## src/rtl/alu_disp_pkg.sv

```systemverilog
// Shared constants and types for the arithmetic-result to BCD display path.
package alu_disp_pkg;

  localparam logic [1:0] OP_ADD = 2'b00;
  localparam logic [1:0] OP_SUB = 2'b01;
  localparam logic [1:0] OP_MUL = 2'b10;
  localparam logic [1:0] OP_DIV = 2'b11;

  localparam logic [3:0] BCD_ADJ_THRESH = 4'd5;
  localparam logic [3:0] BCD_ADJ_ADD    = 4'd3;

  typedef enum logic [1:0] {
    IDLE  = 2'd0,
    SHIFT = 2'd1,
    DONE  = 2'd2
  } state_t;

endpackage

```

## src/rtl/alu_result_bcd_if.sv

```systemverilog
// Handshake bundle between the arithmetic unit, the BCD converter and the display driver.
interface alu_result_bcd_if #(
  parameter int DIGITS = 3
);
  logic                  in_valid;
  logic                  in_ready;
  logic [8:0]            in_result;
  logic [1:0]            in_op;
  logic                  out_valid;
  logic                  out_ready;
  logic [4*DIGITS-1:0]   bcd;
  logic                  flag;
  logic                  neg;

  modport master (
    output in_valid, in_result, in_op, out_ready,
    input  in_ready, out_valid, bcd, flag, neg
  );

  modport slave (
    input  in_valid, in_result, in_op, out_ready,
    output in_ready, out_valid, bcd, flag, neg
  );
endinterface

```

## src/rtl/bcd_add3.sv

```systemverilog
// Double-dabble digit correction: a digit of 5 or more gets 3 added before the shift.
module bcd_add3
  import alu_disp_pkg::*;
(
  input  logic [3:0] d,
  output logic [3:0] q
);
  assign q = (d >= BCD_ADJ_THRESH) ? d + BCD_ADJ_ADD : d;
endmodule

```

## src/rtl/alu_result_bcd.sv

```systemverilog
// Converts the arithmetic unit's result to packed BCD with an iterative double-dabble FSM.
// Optional feature: define SIGNED_SUB_EN to present borrowed differences as sign + magnitude.
module alu_result_bcd
  import alu_disp_pkg::*;
#(
  parameter int DATA_W = 8,
  parameter int DIGITS = 3
) (
  input  logic             clk,
  input  logic             rst_n,
  alu_result_bcd_if.slave  bus
);

  localparam int BCD_W = 4 * DIGITS;
  localparam int SR_W  = BCD_W + DATA_W;
  localparam int CNT_W = $clog2(DATA_W + 1);

  state_t             state, state_nxt;
  logic [CNT_W-1:0]   count;
  logic [SR_W-1:0]    sreg, sreg_adj, sreg_shl;
  logic [BCD_W-1:0]   bcd_q;
  logic               flag_p, flag_q;
  logic [DATA_W-1:0]  value;
  logic               flag_in;
  logic               accept, last_shift;

`ifdef SIGNED_SUB_EN
  logic               neg_in, neg_p, neg_q;
`endif

  assign accept     = bus.in_valid && (state == IDLE);
  assign last_shift = (state == SHIFT) && (count == CNT_W'(1));

  // in_result[7:4] is only looked at for mul/div, so undriven bits never leak into add/sub.
  always_comb begin
    value   = '0;
    flag_in = 1'b0;
`ifdef SIGNED_SUB_EN
    neg_in  = 1'b0;
`endif
    case (bus.in_op)
      OP_ADD: value = DATA_W'({bus.in_result[8], bus.in_result[3:0]});
      OP_SUB: begin
        flag_in = bus.in_result[8];
`ifdef SIGNED_SUB_EN
        if (bus.in_result[8]) begin
          value  = DATA_W'(5'd16 - {1'b0, bus.in_result[3:0]});
          neg_in = 1'b1;
        end else begin
          value  = DATA_W'(bus.in_result[3:0]);
        end
`else
        value   = DATA_W'(bus.in_result[3:0]);
`endif
      end
      OP_MUL, OP_DIV: begin
        value   = DATA_W'(bus.in_result[7:0]);
        flag_in = bus.in_result[8];
      end
      default: ;
    endcase
  end

  for (genvar i = 0; i < DIGITS; i++) begin : g_adj
    bcd_add3 u_add3 (
      .d (sreg[DATA_W + 4*i +: 4]),
      .q (sreg_adj[DATA_W + 4*i +: 4])
    );
  end
  assign sreg_adj[DATA_W-1:0] = sreg[DATA_W-1:0];
  assign sreg_shl             = sreg_adj << 1;

  // NOTE: sequential state uses non-blocking assignments so every register samples pre-edge values.
  always_ff @(posedge clk or negedge rst_n) begin
    if (!rst_n) state <= IDLE;
    else        state <= state_nxt;
  end

  // NOTE: every output of this block gets a default first, so no path can infer a latch.
  always_comb begin
    state_nxt    = state;
    bus.in_ready  = 1'b0;
    bus.out_valid = 1'b0;
    case (state)
      IDLE: begin
        bus.in_ready = 1'b1;
        if (accept) state_nxt = SHIFT;
      end
      SHIFT: begin
        if (last_shift) state_nxt = DONE;
      end
      DONE: begin
        bus.out_valid = 1'b1;
        if (bus.out_ready) state_nxt = IDLE;
      end
      default: state_nxt = IDLE;
    endcase
  end

  // NOTE: the datapath registers are reset too, because the visible bcd/flag must read 0 after reset.
  always_ff @(posedge clk or negedge rst_n) begin
    if (!rst_n) begin
      count  <= '0;
      sreg   <= '0;
      bcd_q  <= '0;
      flag_p <= 1'b0;
      flag_q <= 1'b0;
    end else if (accept) begin
      sreg   <= {{BCD_W{1'b0}}, value};
      count  <= CNT_W'(DATA_W);
      flag_p <= flag_in;
    end else if (state == SHIFT) begin
      sreg  <= sreg_shl;
      count <= count - CNT_W'(1);
      if (last_shift) begin
        bcd_q  <= sreg_shl[SR_W-1 -: BCD_W];
        flag_q <= flag_p;
      end
    end
  end

`ifdef SIGNED_SUB_EN
  always_ff @(posedge clk or negedge rst_n) begin
    if (!rst_n) begin
      neg_p <= 1'b0;
      neg_q <= 1'b0;
    end else if (accept) begin
      neg_p <= neg_in;
    end else if (last_shift) begin
      neg_q <= neg_p;
    end
  end
  assign bus.neg = neg_q;
`else
  assign bus.neg = 1'b0;
`endif

  assign bus.bcd  = bcd_q;
  assign bus.flag = flag_q;

endmodule

```

## src/flat_wrapper.sv

```systemverilog
// flat-port wrapper written by rule: the top's interface ports become plain ports
module alu_result_bcd_flat import alu_disp_pkg::*;
#(
  parameter int DATA_W = 8,
  parameter int DIGITS = 3
)
  (clk, rst_n, bus_in_valid, bus_in_result, bus_in_op, bus_out_ready, bus_in_ready, bus_out_valid, bus_bcd, bus_flag, bus_neg);
  alu_result_bcd_if #(.DIGITS(DIGITS)) bus_i ();
  input  logic clk;
  input  logic rst_n;
  input wire logic [$bits(bus_i.in_valid)-1:0] bus_in_valid;
  input wire logic [$bits(bus_i.in_result)-1:0] bus_in_result;
  input wire logic [$bits(bus_i.in_op)-1:0] bus_in_op;
  input wire logic [$bits(bus_i.out_ready)-1:0] bus_out_ready;
  output wire logic [$bits(bus_i.in_ready)-1:0] bus_in_ready;
  output wire logic [$bits(bus_i.out_valid)-1:0] bus_out_valid;
  output wire logic [$bits(bus_i.bcd)-1:0] bus_bcd;
  output wire logic [$bits(bus_i.flag)-1:0] bus_flag;
  output wire logic [$bits(bus_i.neg)-1:0] bus_neg;
  assign bus_i.in_valid = bus_in_valid;
  assign bus_i.in_result = bus_in_result;
  assign bus_i.in_op = bus_in_op;
  assign bus_i.out_ready = bus_out_ready;
  assign bus_in_ready = bus_i.in_ready;
  assign bus_out_valid = bus_i.out_valid;
  assign bus_bcd = bus_i.bcd;
  assign bus_flag = bus_i.flag;
  assign bus_neg = bus_i.neg;
  alu_result_bcd #(.DATA_W(DATA_W), .DIGITS(DIGITS)) u_core (.clk(clk), .rst_n(rst_n), .bus(bus_i));
endmodule
```

## config.mk

```make
export PLATFORM = sky130hd
export DESIGN_NAME = alu_result_bcd_flat
export DESIGN_NICKNAME = d
export VERILOG_FILES = /design/src/rtl/alu_disp_pkg.sv /design/src/rtl/alu_result_bcd_if.sv /design/src/rtl/bcd_add3.sv /design/src/rtl/alu_result_bcd.sv /design/src/flat_wrapper.sv
export SDC_FILE = /design/constraint.sdc
export NUM_CORES = 1
export LEC_CHECK = 0
export CELL_PAD_IN_SITES_DETAIL_PLACEMENT = 1
export CELL_PAD_IN_SITES_GLOBAL_PLACEMENT = 2
export CORE_ASPECT_RATIO = 1.4
export CORE_UTILIZATION = 34
export CTS_BUF_LIST = sky130_fd_sc_hd__clkbuf_16
export DETAILED_ROUTE_END_ITERATION = 8
export PLACE_DENSITY_LB_ADDON = 0.3
export SLEW_MARGIN = 30
export SYNTH_ARGS = -nofsm -noshare
export SYNTH_HDL_FRONTEND = slang
export SYNTH_SLANG_ARGS = --single-unit
export TNS_END_PERCENT = 100
```

## constraint.sdc

```tcl
create_clock -name clk -period 1.7 [get_ports clk]
set_input_delay 0.425 -clock clk [delete_from_list [all_inputs] [get_ports clk]]
set_output_delay 0.425 -clock clk [all_outputs]
set_load 0.005 [all_outputs]
```

==> impl_metrics.yaml <==
layout:
  final_cell_mix: "dfrtp_1 (39), nand2_1 (32), clkdlybuf4s50_1 (26), o21ai_1 (16), inv_1 (12)"
  drive_above_1_share: 0.2137
  ff_latch_area_um2: 1002
  n_antenna_cell: 0
  layout_commonest_cell: "dfrtp_1"
  nets: 256
  multi_input_area_um2: 912.1
  fillers: 610
  area_growth_syn_to_layout_pct: 32.06
  post-route-util: 0.4732
run:
  max_cap_violations: 0
critical_path:
  critPathKind: "flop to flop"
  start_kind: "flop"
  cp-end-kind: "flop"
  worst_ep_required_time_ns: 1.92
  critPathArrivalTime_ns: 1.84
  cp_max_fo: 3
floorplanning:
  ios: 31
  die_area_um2: 6181
  std_cell_rows: 32
  die_w_um: 66.73
  initial_core_util: 0.3584
  die_h_um: 92.62
  coreArea_um2: 5565
global_route:
  grtUsageTotal: 0.1759
  grt_pass1_wl_um: 8024
  grt_pass1_vias: 1674
  grt_max_degree: 41
  gr-total-overflow: 0
  grt_antenna_before_repair: 0
clock_tree:
  root_buffer: "clkbuf_16"
  ctsHoldBuffers: 0
  clk_pin_slew_ns: 0.06
  clk_latency_ns: 0.29
  cts_tree: "built"
  cts_sinks: 40
  numCtsBuffers: 5
  htreeDepth: 2
  clk_path_buf_depth: 2
routing:
  drcViolationCount: 0
  drtIter0Drc: 57
  routed_via_density: 5.076
  vias: 1533
  totalWireLength_um: 4795
  ant_nets: 0
  drt-wirelength-per-cell_um: 15.88
  drtPass1Iterations: 4
timing:
  fin_crit_sh: 0.9532
  fin_tns_setup_ns: 0
  slew_viol_final: 0
  setup_viol: 0
  timing.final.ws_setup_ns: 0.07964
  fmax_mhz: 617.1
  final-hold-violation-count: 0
  skew_ns: 0.004797
  finalCriticalPeriod_ns: 1.620
place:
  place.gp.congestion: 0.7226
  dp_hpwl_um: 3502
  io_buffers: 29
  place_worst_setup_slack_ns: -0.04233
yosys:
  avgSynthCellArea_um2: 10.39
  synth_seq_cells: 40
  async_flop_share: 1.000
  ys_types: 34
  syn_inst: 192
  synth_ff_type: "dfrtp_1"
  ys_warn_count: 0
  synth_area_um2: 1994
  syn-num-nets: 215
  ys_seq_area_frac: 0.5019
  synth-edff-count: 0
run_status:
  status: "completed"
min_path:
  hp-class: "input port to asynchronous set/reset pin"
power_and_ir_drop:
  p_per_area_nw_per_um2: 1955
  power.leakage_nw: 1.200
  irDropWorstVdd_uv: 739.1
-- path summary, 6_finish.rpt --
kind | slack, ns | from | to | depth (start not counted)
min reg2reg | 0.48 | u_core.bus.bcd[10] | u_core.bus.bcd[10] | 2
max | 0.08 | u_core.sreg[9] | u_core.sreg[10] | 6
min in group clk | 0.48 | u_core.bus.bcd[10] | u_core.bus.bcd[10] | 2
max reg2reg | 0.08 | u_core.sreg[9] | u_core.sreg[10] | 6
max in group asynchronous | 1.39 | rst_n | u_core.state[1] | 2
min | 0.10 | rst_n | u_core.sreg[16] | 2
-- sequential cells by signal, indices dropped and copies added (netlist names) --
name and flops:
u_core.bus.bcd 12, u_core.count 4, u_core.state 2, u_core.sreg 20, u_core.bus.flag 1, u_core.flag_p 1
-- power by group --
part	switching [mW]	internal, mW
Sequential	0.362	1.36
Clock	0.380	0.684
Combinational	1.15	1.21
Total	1.89	3.26
-- cell type report --
cell class	count	share of cell area
multi-input cells	131	0.3463
clock inverters	3	0.01473
well taps	68	0.03230
flip-flops and latches	40	0.3805
repair buffers	43	0.1615
inverters	12	0.01710
clock buffers	5	0.04751
-- stage by stage --
stage	hold slack (ns)	instances	power, mW	area [µm²]
final	0.1047	302	5.149	2634
after global placement	0.4114	292	3.871	2424
after detailed placement	0.4174	292	4.047	2424
after floorplan	0.1294	192	3.123	1994
after global routing	0.1248	302	5.543	2634
after CTS	0.1123	301	5.173	2615
-- kinds of logic after synthesis --
| group | count (synthesis) | synth area share |
|---|---|---|
| simple gates | 61 | 0.1612 |
| compound gates | 51 | 0.1706 |
| flops | 40 | 0.5019 |
| buf+inv | 21 | 0.05708 |
| fa+ha+maj | 8 | 0.05019 |
| mux | 6 | 0.03952 |
| xor+xnor | 4 | 0.01756 |
| other cells | 1 | 0.001880 |
-- worst max-delay path, cell delays in order, from the launching register on --
cell and delay [ns]:
dfrtp_1 0.37, inv_1 0.11, ha_1 0.19, nand2b_1 0.18
a21oi_2 0.20, mux2_2 0.38, o21ai_1 0.12
-- routing by layer --
layer / GRT usage / share of wire
met1: 0.1933 / 0.40
met2: 0.3157 / 0.55
met3: 0.03325 / 0.033
met4: 0.07979 / 0.019
met5: 0 / 0
-- synth_stat cells (all sizes together) (2+ instances only) --
master,number,area (µm²)
nand3,5,25.02
ha,8,100.1
a21oi,9,48.80
buf,9,68.81
dfrtp,40,1001
a222oi,3,30.03
nor3b,6,56.31
nor3,3,15.01
inv,12,45.04
xnor2,4,35.03
a22oi,3,22.52
nor2,4,15.01
nand2b,5,31.28
nor2b,2,12.51
mux2,6,78.82
nand2,33,140.1
o21ai,31,192.7
-- repair_timing --
item                                    in CTS  in global routing
pin swaps                                    0                  1
gates resized for setup                      8                  3
setup buffers                                1                  1
endpoints found under the setup margin       4                  4
(Power assumes the default switching activity.)
